File: src/rtl/sort_sched_pkg.sv
`default_nettype none
// ============================================================================
// Module   : sort_sched_pkg
// Purpose  : Shared constants and sizing helpers for the sort-unit scheduler.
//            The 4-element message struct is declared at each user site from
//            p_nbits, using NELEMS from here.
// Revision : 1.0 - initial release
// ============================================================================
package sort_sched_pkg;

  // Elements per sort message.
  localparam int unsigned NELEMS = 4;

  // Index width for n items, never narrower than one bit.
  function automatic int unsigned id_width(input int unsigned n);
    return (n <= 1) ? 1 : $clog2(n);
  endfunction

  // Counter width able to hold the value depth itself.
  function automatic int unsigned credit_width(input int unsigned depth);
    return $clog2(depth + 1);
  endfunction

endpackage
`default_nettype wire

File: src/rtl/sort_sched_rsp_queue.sv
`default_nettype none
// ============================================================================
// Module   : sort_sched_rsp_queue
// Purpose  : Normal (non-bypass) circular queue holding sorted results for a
//            single requester.
// Ports    : clk, rst_n        - clock, async active-low reset
//            enq_val_i/rdy_o   - enqueue handshake, enq_msg_i payload
//            deq_val_o/rdy_i   - dequeue handshake, deq_msg_o payload
//            count_o           - current occupancy
// Revision : 1.0 - initial release
// ============================================================================
module sort_sched_rsp_queue
  import sort_sched_pkg::*;
#(
  parameter int unsigned p_width = 32,
  parameter int unsigned p_depth = 4,
  localparam int unsigned CW     = credit_width(p_depth)
) (
  input  logic               clk,
  input  logic               rst_n,
  input  logic               enq_val_i,
  output logic               enq_rdy_o,
  input  logic [p_width-1:0] enq_msg_i,
  output logic               deq_val_o,
  input  logic               deq_rdy_i,
  output logic [p_width-1:0] deq_msg_o,
  output logic [CW-1:0]      count_o
);

  localparam int unsigned   PW   = id_width(p_depth);
  localparam logic [CW-1:0] FULL = CW'(p_depth);
  localparam logic [PW-1:0] LAST = PW'(p_depth - 1);

  logic [p_width-1:0] mem_q [p_depth];
  logic [PW-1:0]      wr_q, wr_d, rd_q, rd_d;
  logic [CW-1:0]      cnt_q, cnt_d;
  logic               enq, deq;

  always_comb begin
    deq_val_o = (cnt_q != '0);
    // A full queue still accepts when the head leaves in the same cycle.
    enq_rdy_o = (cnt_q != FULL) || deq_rdy_i;
    deq       = deq_val_o && deq_rdy_i;
    enq       = enq_val_i && enq_rdy_o;
    wr_d      = enq ? ((wr_q == LAST) ? '0 : wr_q + 1'b1) : wr_q;
    rd_d      = deq ? ((rd_q == LAST) ? '0 : rd_q + 1'b1) : rd_q;
    cnt_d     = cnt_q + CW'(enq) - CW'(deq);
  end

  always_ff @(posedge clk or negedge rst_n) begin
    if (!rst_n) begin
      wr_q  <= '0;
      rd_q  <= '0;
      cnt_q <= '0;
    end else begin
      wr_q  <= wr_d;
      rd_q  <= rd_d;
      cnt_q <= cnt_d;
    end
  end

  // Payload storage needs no reset; validity is tracked by cnt_q.
  always_ff @(posedge clk) begin
    if (enq) mem_q[wr_q] <= enq_msg_i;
  end

  assign deq_msg_o = mem_q[rd_q];
  assign count_o   = cnt_q;

endmodule
`default_nettype wire

File: src/rtl/sort_unit_sched.sv
`default_nettype none
// ============================================================================
// Module   : sort_unit_sched
// Purpose  : Shares one fixed-latency, non-stallable 4-element sort pipeline
//            among p_nreqs requesters. Round-robin, credit-gated issue; a tag
//            pipeline routes each result back to its requester's queue.
// Ports    : clk, rst_n              - clock, async active-low reset
//            req_val_i/req_rdy_o     - per-requester request handshake
//            req_msg_i               - packed requests, requester i at
//                                      [i*4*p_nbits +: 4*p_nbits]
//            resp_val_o/resp_rdy_i   - per-requester response handshake
//            resp_msg_o              - packed sorted results, same layout
//            su_in_val_o, su_in_o    - issue to the sort pipeline
//            su_out_val_i, su_out_i  - results from the sort pipeline
// Revision : 1.0 - initial release
// ============================================================================
module sort_unit_sched
  import sort_sched_pkg::*;
#(
  parameter int unsigned p_nbits = 8,
  parameter int unsigned p_nreqs = 2,
  parameter int unsigned p_lat   = 3,
  parameter int unsigned p_depth = 4
) (
  input  logic                              clk,
  input  logic                              rst_n,
  input  logic [p_nreqs-1:0]                req_val_i,
  output logic [p_nreqs-1:0]                req_rdy_o,
  input  logic [p_nreqs*NELEMS*p_nbits-1:0] req_msg_i,
  output logic [p_nreqs-1:0]                resp_val_o,
  input  logic [p_nreqs-1:0]                resp_rdy_i,
  output logic [p_nreqs*NELEMS*p_nbits-1:0] resp_msg_o,
  output logic                              su_in_val_o,
  output logic [NELEMS*p_nbits-1:0]         su_in_o,
  input  logic                              su_out_val_i,
  input  logic [NELEMS*p_nbits-1:0]         su_out_i
);

  localparam int unsigned MW  = NELEMS * p_nbits;
  localparam int unsigned IDW = id_width(p_nreqs);
  localparam int unsigned CW  = credit_width(p_depth);

  typedef struct packed {
    logic [p_nbits-1:0] e3, e2, e1, e0;
  } msg_t;

  typedef struct packed {
    logic           val;
    logic [IDW-1:0] id;
  } tag_t;

  logic               live_q;   // low for the first cycle after reset release
  logic [IDW-1:0]     ptr_q, ptr_d;
  logic [p_nreqs-1:0] elig, grant;
  logic [IDW-1:0]     gidx;
  logic               gany;
  msg_t               issue_msg;
  tag_t               tag_q [p_lat];
  tag_t               tail;
  logic [CW-1:0]      credit_q [p_nreqs];
  logic [CW-1:0]      credit_d [p_nreqs];
  logic [p_nreqs-1:0] q_enq_val, q_enq_rdy, deq;
  logic [CW-1:0]      q_count [p_nreqs];

  // --------------------------------------------------------------------------
  // Eligibility and round-robin arbitration starting at ptr_q
  // --------------------------------------------------------------------------
  always_comb begin
    int unsigned        idx;
    logic [p_nreqs-1:0] rot;
    idx  = 0;
    rot  = '0;
    gidx = '0;
    gany = 1'b0;
    for (int unsigned i = 0; i < p_nreqs; i++)
      elig[i] = live_q && req_val_i[i] && (credit_q[i] != '0);
    for (int unsigned k = 0; k < p_nreqs; k++) begin
      idx = (int'(ptr_q) + k) % p_nreqs;
      rot = elig >> idx;
      if (!gany && rot[0]) begin
        gany = 1'b1;
        gidx = IDW'(idx);
      end
    end
    grant = gany ? (p_nreqs'(1) << gidx) : '0;
    ptr_d = !gany ? ptr_q : ((gidx == IDW'(p_nreqs - 1)) ? '0 : gidx + 1'b1);
  end

  assign req_rdy_o   = grant;
  assign issue_msg   = gany ? msg_t'(req_msg_i[gidx*MW +: MW]) : '0;
  assign su_in_val_o = gany;
  assign su_in_o     = issue_msg;

  // --------------------------------------------------------------------------
  // Credits: one per free slot in the requester's queue, spent at issue
  // --------------------------------------------------------------------------
  always_comb begin
    for (int unsigned i = 0; i < p_nreqs; i++)
      credit_d[i] = credit_q[i] - CW'(grant[i]) + CW'(deq[i]);
  end

  always_ff @(posedge clk or negedge rst_n) begin
    if (!rst_n) begin
      live_q <= 1'b0;
      ptr_q  <= '0;
      for (int unsigned i = 0; i < p_nreqs; i++) credit_q[i] <= CW'(p_depth);
      for (int unsigned k = 0; k < p_lat; k++)   tag_q[k]    <= '0;
    end else begin
      live_q   <= 1'b1;
      ptr_q    <= ptr_d;
      credit_q <= credit_d;
      tag_q[0] <= '{val: gany, id: gidx};
      for (int unsigned k = 1; k < p_lat; k++) tag_q[k] <= tag_q[k-1];
    end
  end

  // Tail entry is aligned with su_out_val_i; a result is only accepted when
  // the tail says one was issued, so stale pipeline output is ignored.
  assign tail = tag_q[p_lat-1];

  // --------------------------------------------------------------------------
  // Per-requester response queues
  // --------------------------------------------------------------------------
  for (genvar i = 0; i < p_nreqs; i++) begin : g_queue
    assign q_enq_val[i] = su_out_val_i && tail.val && (tail.id == IDW'(i));
    assign deq[i]       = resp_val_o[i] && resp_rdy_i[i];

    sort_sched_rsp_queue #(
      .p_width (MW),
      .p_depth (p_depth)
    ) u_queue (
      .clk       (clk),
      .rst_n     (rst_n),
      .enq_val_i (q_enq_val[i]),
      .enq_rdy_o (q_enq_rdy[i]),
      .enq_msg_i (su_out_i),
      .deq_val_o (resp_val_o[i]),
      .deq_rdy_i (resp_rdy_i[i]),
      .deq_msg_o (resp_msg_o[i*MW +: MW]),
      .count_o   (q_count[i])
    );
  end

`ifndef SYNTHESIS
  int unsigned inflight [p_nreqs];

  always_comb begin
    for (int unsigned i = 0; i < p_nreqs; i++) begin
      inflight[i] = 0;
      for (int unsigned k = 0; k < p_lat; k++)
        if (tag_q[k].val && (tag_q[k].id == IDW'(i))) inflight[i]++;
    end
  end

  always_ff @(posedge clk) begin
    if (rst_n) begin
      assert (!$isunknown(req_val_i))  else $error("req_val_i is X");
      assert (!$isunknown(resp_rdy_i)) else $error("resp_rdy_i is X");
      assert (su_out_val_i == tail.val) else $error("su_out_val_i disagrees with tag tail");
      for (int unsigned i = 0; i < p_nreqs; i++) begin
        assert (!(q_enq_val[i] && !q_enq_rdy[i])) else $error("enqueue into full queue %0d", i);
        assert (credit_q[i] <= CW'(p_depth)) else $error("credit %0d above depth", i);
        assert (int'(credit_q[i]) + int'(inflight[i]) + int'(q_count[i]) == int'(p_depth))
          else $error("credit accounting broken on requester %0d", i);
      end
    end
  end
`endif

endmodule
`default_nettype wire

File: config.mk
export PLATFORM = sky130hd
export DESIGN_NAME = sort_unit_sched
export DESIGN_NICKNAME = d
export VERILOG_FILES = /design/src/rtl/sort_sched_pkg.sv /design/src/rtl/sort_sched_rsp_queue.sv /design/src/rtl/sort_unit_sched.sv
export SDC_FILE = /design/constraint.sdc
export NUM_CORES = 1
export LEC_CHECK = 0
export ABC_AREA = 0
export CAP_MARGIN = 10
export CORE_MARGIN = 2
export CORE_UTILIZATION = 45
export CTS_CLUSTER_SIZE = 25
export DETAILED_ROUTE_END_ITERATION = 8
export PLACE_DENSITY = 0.7
export SYNTH_ARGS = -nofsm -noshare
export SYNTH_HDL_FRONTEND = slang
export SYNTH_SLANG_ARGS = --single-unit
File: constraint.sdc
create_clock -name clk -period 2.7 [get_ports clk]
set_input_delay 0.405 -clock clk [delete_from_list [all_inputs] [get_ports clk]]
set_output_delay 0.405 -clock clk [all_outputs]
set_load 0.1 [all_outputs]
=== Word-level counts from Yosys, hierarchy flattened ===
Memories as Yosys holds them, arrays and structs flattened.
Cells that the tools add are included.

* Register bits after elaboration: 28
* Memory bits (writable): 256
* Output and inout port bits: 101
* Word-level logic and storage cells: 77
* Input bits: 103
* Memories kept: 2

* Bitwise operators: 1
* Muxes and demuxes: 15
* Equality and inequality tests: 6
* Add/subtract/negate cells: 14
* Shifts and indexed selects: 4
* Reductions and logical operators: 19

{| class="wikitable"
|+ Memory list
! name !! depth !! bits a word !! read ports !! clocked after Yosys merged registers in !! write ports !! line !! source
|-
| g_queue[0].u_queue.mem_q || 4 || 32 || 1 || 0 || 1 || sort_sched_rsp_queue.sv:34 || <nowiki>logic [p_width-1:0] mem_q [p_depth];</nowiki>
|-
| g_queue[1].u_queue.mem_q || 4 || 32 || 1 || 0 || 1 || sort_sched_rsp_queue.sv:34 ||
|}

{| class="wikitable"
|+ Operator list
! cell !! number
|-
| 64-bit by 7-bit indexed part select with 32-bit output || 1
|-
| 32-bit two-way mux || 1
|-
| 3-bit by 1-bit adder with 3-bit output || 4
|-
| 1-bit logical AND || 12
|-
| 3-bit nonzero test || 4
|-
| 3-bit by 1-bit subtractor with 3-bit output || 4
|-
| 2-bit two-way mux || 5
|-
| 1-bit two-way mux || 9
|-
| 2-bit by 1-bit adder with 2-bit output, second input constant || 4
|-
| 2-bit == test, second input constant || 4
|-
| 3-bit != test, second input constant || 2
|-
| 2-bit by 1-bit >> shifter with 1-bit output || 2
|-
| 1-bit adder, second input constant || 2
|-
| 1-bit logical OR || 2
|-
| 1-bit by 1-bit left shift with 2-bit output, first input constant || 1
|-
| 1-bit logical NOT || 1
|-
| 1-bit inverter || 1
|}

=== Longest topological paths before layout ===
* Depth in word-level cells: 11
* Mapped depth: 10
* Depth with buffers taken out: 9

=== Hierarchy ===
A second synthesis with hierarchy kept.

* Cell total of the unflattened synthesis: 501
* Area, all modules: 11079.4 um^2

{| class="wikitable"
|+ Modules (own cells, without submodules)
! module !! times used !! area each (um^2) !! cells an instance !! seq. area each (um^2)
|-
| sort_sched_rsp_queue || 2 || 5049.8 || 209 || 4018.9
|-
| sort_unit_sched || 1 || 979.7 || 83 || 352.8
|}

=== Least setup slack after synthesis ===
OpenSTA, ideal clock, no wires.

* Kind: register to register
* Start point: reg credit_q[4] (netlist bit)
* End point: reg credit_q[2] (netlist bit)
* Required time: 2.625 ns
* Buffers on the path: 0
* Library setup time: 0.075 ns
* Cell stages (with the launch flop): 10
* Path slack: -1.858 ns
* Arrival time: 4.483 ns
* Clock period less this slack: 4.558 ns
* Path through: dfrtp_1 -> o311a_4 -> a21boi_0 -> ha_1 -> inv_1 -> ha_1 -> inv_1 -> fa_1 -> xnor2_1 -> xnor2_1

{| class="wikitable"
|+ RTL lines
! what !! line !! source
|-
| from (decl) || sort_unit_sched.sv:60 || <nowiki>logic [CW-1:0] credit_q [p_nreqs];</nowiki>
|-
| from (signal assigned) || sort_unit_sched.sv:111 || <nowiki>credit_q <= credit_d;</nowiki>
|}

=== Worst setup path after layout ===
* Start point: reg credit_q[1] (netlist bit)
* End point: out su_in_o[10]

* Word-level cells in the longest chain between the ends: 9
* Elaborated cells between the ends (all ways): 12
* Those cells by class: shift (3); mux (5); reduce/logical (4)

{| class="wikitable"
|+ Ends and longest elaborated chain
! what !! line !! source
|-
| 3-bit nonzero test * || sort_unit_sched.sv:76 || <nowiki>elig[i] = live_q && req_val_i[i] && (credit_q[i] != '0);</nowiki>
|-
| 1-bit logical AND * || sort_unit_sched.sv:76 ||
|-
| 2-bit by 1-bit >> shifter with 1-bit output || sort_unit_sched.sv:79 || <nowiki>rot = elig >> idx;</nowiki>
|-
| 1-bit two-way mux || sort_unit_sched.sv:80 || <nowiki>if (!gany && rot[0]) begin</nowiki>
|-
| 1-bit logical NOT || sort_unit_sched.sv:80 ||
|-
| 1-bit logical AND || sort_unit_sched.sv:80 ||
|-
| 1-bit two-way mux || sort_unit_sched.sv:80 ||
|-
| 64-bit by 7-bit indexed part select with 32-bit output || sort_unit_sched.sv:90 || <nowiki>assign issue_msg = gany ? msg_t'(req_msg_i[gidx*MW +: MW]) : '0;</nowiki>
|-
| 32-bit two-way mux * || sort_unit_sched.sv:90 ||
|-
| to (decl) || sort_unit_sched.sv:34 || <nowiki>output logic [NELEMS*p_nbits-1:0] su_in_o,</nowiki>
|}

Every way passes the cells marked *; elsewhere a longest branch is shown, timed or not.

==> impl_metrics.ini <==
[synthesis]
syn_avg_cell_area_sq_um = 22.4
ys_ff_latch = 284
synth_nets = 618
synth_area_sq_um = 11100
synth_cell_types = 29
seq_area_frac_synth = 0.758
syn_inst = 493
yosys_warnings = 0

[critical_path]
cpPeakStageDelay_ns = 0.44
critPathSlowestCell = dfrtp_2
crit_type = reg2out
end_kind = primary output
start_kind = flop
rr_worst_depth = 10
cp.arrival_ns = 2.21
rrSetupSlack_ns = 0.23
crit_chain = o311a_4 -> a21boi_4 -> clkbuf_16 -> a22o_1 -> buf_12
endpoint = su_in_o[10]
r2r-end = credit_q[5]
startpoint = credit_q[1]
critPathMaxFanout = 16
worstPathRequired_ns = 2.30
r2r_start = credit_q[1]

[drt]
post_drt_via_cell_ratio = 5.31
drc_errors = 0
drt_pass1_iterations = 4
vias = 5682
drt_iter0_drc = 373
wl_um = 24600
avgRoutedWirePerCell_um = 23.0
drtAntennaViolNets = 0

[finish]
filler_cell_count = 1636
stdcell_count = 1070
final_nets = 852
area_delta_synth_final_pct = 40.6
insertedDiodeCount = 0
stdcell_area_sq_um = 15600
drive_gt1_frac = 0.355

[sta]
fin_crit_sh = 0.969
rsz0062_at_grt = false
fin_skew_ns = 0.0202
max_freq_mhz = 382
final-max-slew-violation-count = 0
worst_slack_ns = 0.0844
setup_viol = 0
tns_ns = 0
period_minus_slack_ns = 2.62
hold_viol = 0
fin_hold_ws_ns = 0.286

[floorplanning]
start_util = 0.456
die_w_um = 161
io_pins = 204
die_area_sq_um = 25900
die_height_um = 161
coreArea_sq_um = 24200
fp-row-count = 57

[clock_tree]
numCtsBuffers = 27
path_clk_slew_ns = 0.06
cts_root_buf = clkbuf_16
cts_sinks = 284
clock_latency_ns = 0.51
clock_path_buffers = 3
tritoncts = done
cts.htree.levels = 1

[grt]
antenna_found_initial = 0
grt_overflow = 0
grt_pass1_wl_um = 37400
grt_max_degree = 34
grt_util_all_layers = 0.194
grt_pass1_vias = 6394

[pwr]
power.leakage_nw = 5.49
p_per_area_nw_per_um2 = 1250
peakVddDrop_v = 0.000857

[placement]
dp.cells = 1019
hpwl_um = 17400
numPortBuffers = 203
placed_area_sq_um = 14700
post-place-ws_ns = 0.0753
place.gp.congestion = 1.10

[min_path]
hold_class = in2async

[run]
drv_cap = 0

[outcome]
outcome = finished clean
critical path, delay by kind of cell, from the launching register on:
kind            cells  cell delay (ns)
buf+inv             2             0.40
flops               1             0.44
compound gates      3             0.85
cells by family (layout without fill, tap and decap cells):
| family | Yosys count | count (layout) | synth area share |
|---|---|---|---|
| flops | 284 | 284 | 0.758 |
| other cells | 1 | 1 | 0.000339 |
| simple gates | 23 | 23 | 0.0126 |
| mux | 72 | 72 | 0.138 |
| fa+ha+maj | 22 | 22 | 0.0276 |
| buf+inv | 45 | 298 | 0.0223 |
| compound gates | 38 | 38 | 0.0340 |
| xor+xnor | 8 | 8 | 0.00633 |
placed cells by master (no fill, tap or decap):
cell,n
and2_2,8
dfrtp_1,21
inv_1,21
or3_1,2
a22o_2,3
edfxtp_1,256
nor3_2,1
clkinv_2,7
bufinv_16,1
nor4b_1,2
clkbuf_16,28
o21ai_0,1
clkinv_1,3
or2_2,1
nor2_1,4
ha_1,18
fa_1,4
buf_12,112
conb_1,1
clkbuf_1,5
clkbuf_8,3
a21boi_4,3
dfrtp_2,4
clkinvlp_4,2
a22o_1,29
o311a_4,2
dfstp_2,2
xor2_1,2
mux4_2,64
nand2_1,4
mux2_2,8
buf_4,14
nor3b_2,1
xnor2_1,6
dfrtp_4,1
clkdlybuf4s50_1,102
registers in the layout, summed over array words and instances, names as in the netlist:
signal	count
live_q	1
tag_q	6
g_queue.u_queue.wr_q	4
g_queue.u_queue.mem_q	256
g_queue.u_queue.rd_q	4
ptr_q	1
credit_q	6
g_queue.u_queue.count_o	6
final cells by class:
type	count	area (sq um)	area share
sequential	284	8400	0.540
timing repair buffer	229	3390	0.218
multi-input combinational	164	2450	0.157
clock buffer	35	736	0.0473
tap	324	405	0.0261
clock inverter	13	91.3	0.00587
inverter	21	78.8	0.00507
cell usage after synthesis:
cell      instances  share of area
nor3_2            1        0.00090
clkbuf_1          4         0.0014
fa_1              4         0.0072
edfxtp_1        256           0.69
a21boi_4          2         0.0034
nor2_1            4         0.0014
a21boi_0          1        0.00068
mux2_2            8         0.0081
and2_1            8         0.0045
o21ai_0           1        0.00045
nor3b_2           1         0.0011
a22o_1           29          0.023
nor4b_1           2         0.0016
buf_4             6         0.0041
buf_6             6         0.0061
buf_2             8         0.0036
dfrtp_1          26          0.059
a22o_2            3         0.0027
xnor2_1           6         0.0048
nand2_1           4         0.0014
inv_1            21         0.0071
mux4_2           64           0.13
or3_1             2         0.0011
xor2_1            2         0.0016
conb_1            1        0.00034
o311a_4           2         0.0038
or2_2             1        0.00057
dfstp_2           2         0.0048
ha_1             18          0.020
through the flow:
| stage | power (mW) | util |
|---|---|---|
| 6_report | 19.5 | 0.641 |
| 3_5_place_dp | 16.2 | 0.605 |
| 4_1_cts | 19.7 | 0.639 |
| 2_1_floorplan | 12.4 | - |
| 3_3_place_gp | 16.0 | 0.605 |
| 5_1_grt | 20.2 | 0.641 |
what timing repair did:
action	in CTS	in global routing
gates resized for setup	3	2
pin swaps	0	1
gates cloned	0	1
hold buffers	0	0
setup endpoints to repair	52	32
setup buffers	0	2
layer usage:
| layer | vias to the layer above | GRT usage | part of all wire |
|---|---|---|---|
| met3 | 32 | 0.0617 | 0.089 |
| li1 | 2483 | - | - |
| met5 | - | 0 | 0 |
| met1 | 2919 | 0.215 | 0.35 |
| met4 | 0 | 0.0528 | 0.024 |
| met2 | 248 | 0.359 | 0.54 |
where the power goes:
group	leakage, nW	internal, mW	switching (mW)
Clock	0.407	2.01	1.46
Combinational	2.44	3.90	6.52
Sequential	2.64	5.23	0.380
worst min path at each step:
stage                                         end  slack (ns)  cells past startpoint
floorplan                             credit_q[0]        0.11                      0
global placement                         tag_q[3]        0.33                      0
detailed placement                       tag_q[1]        0.34                      0
CTS                    g_queue[1].u_queue.rd_q[0]        0.29                      2
global route        g_queue[0].u_queue.count_o[0]        0.32                      2
finish                 g_queue[1].u_queue.wr_q[0]        0.29                      2
No activity file was read; power rests on OpenSTA's default activity.
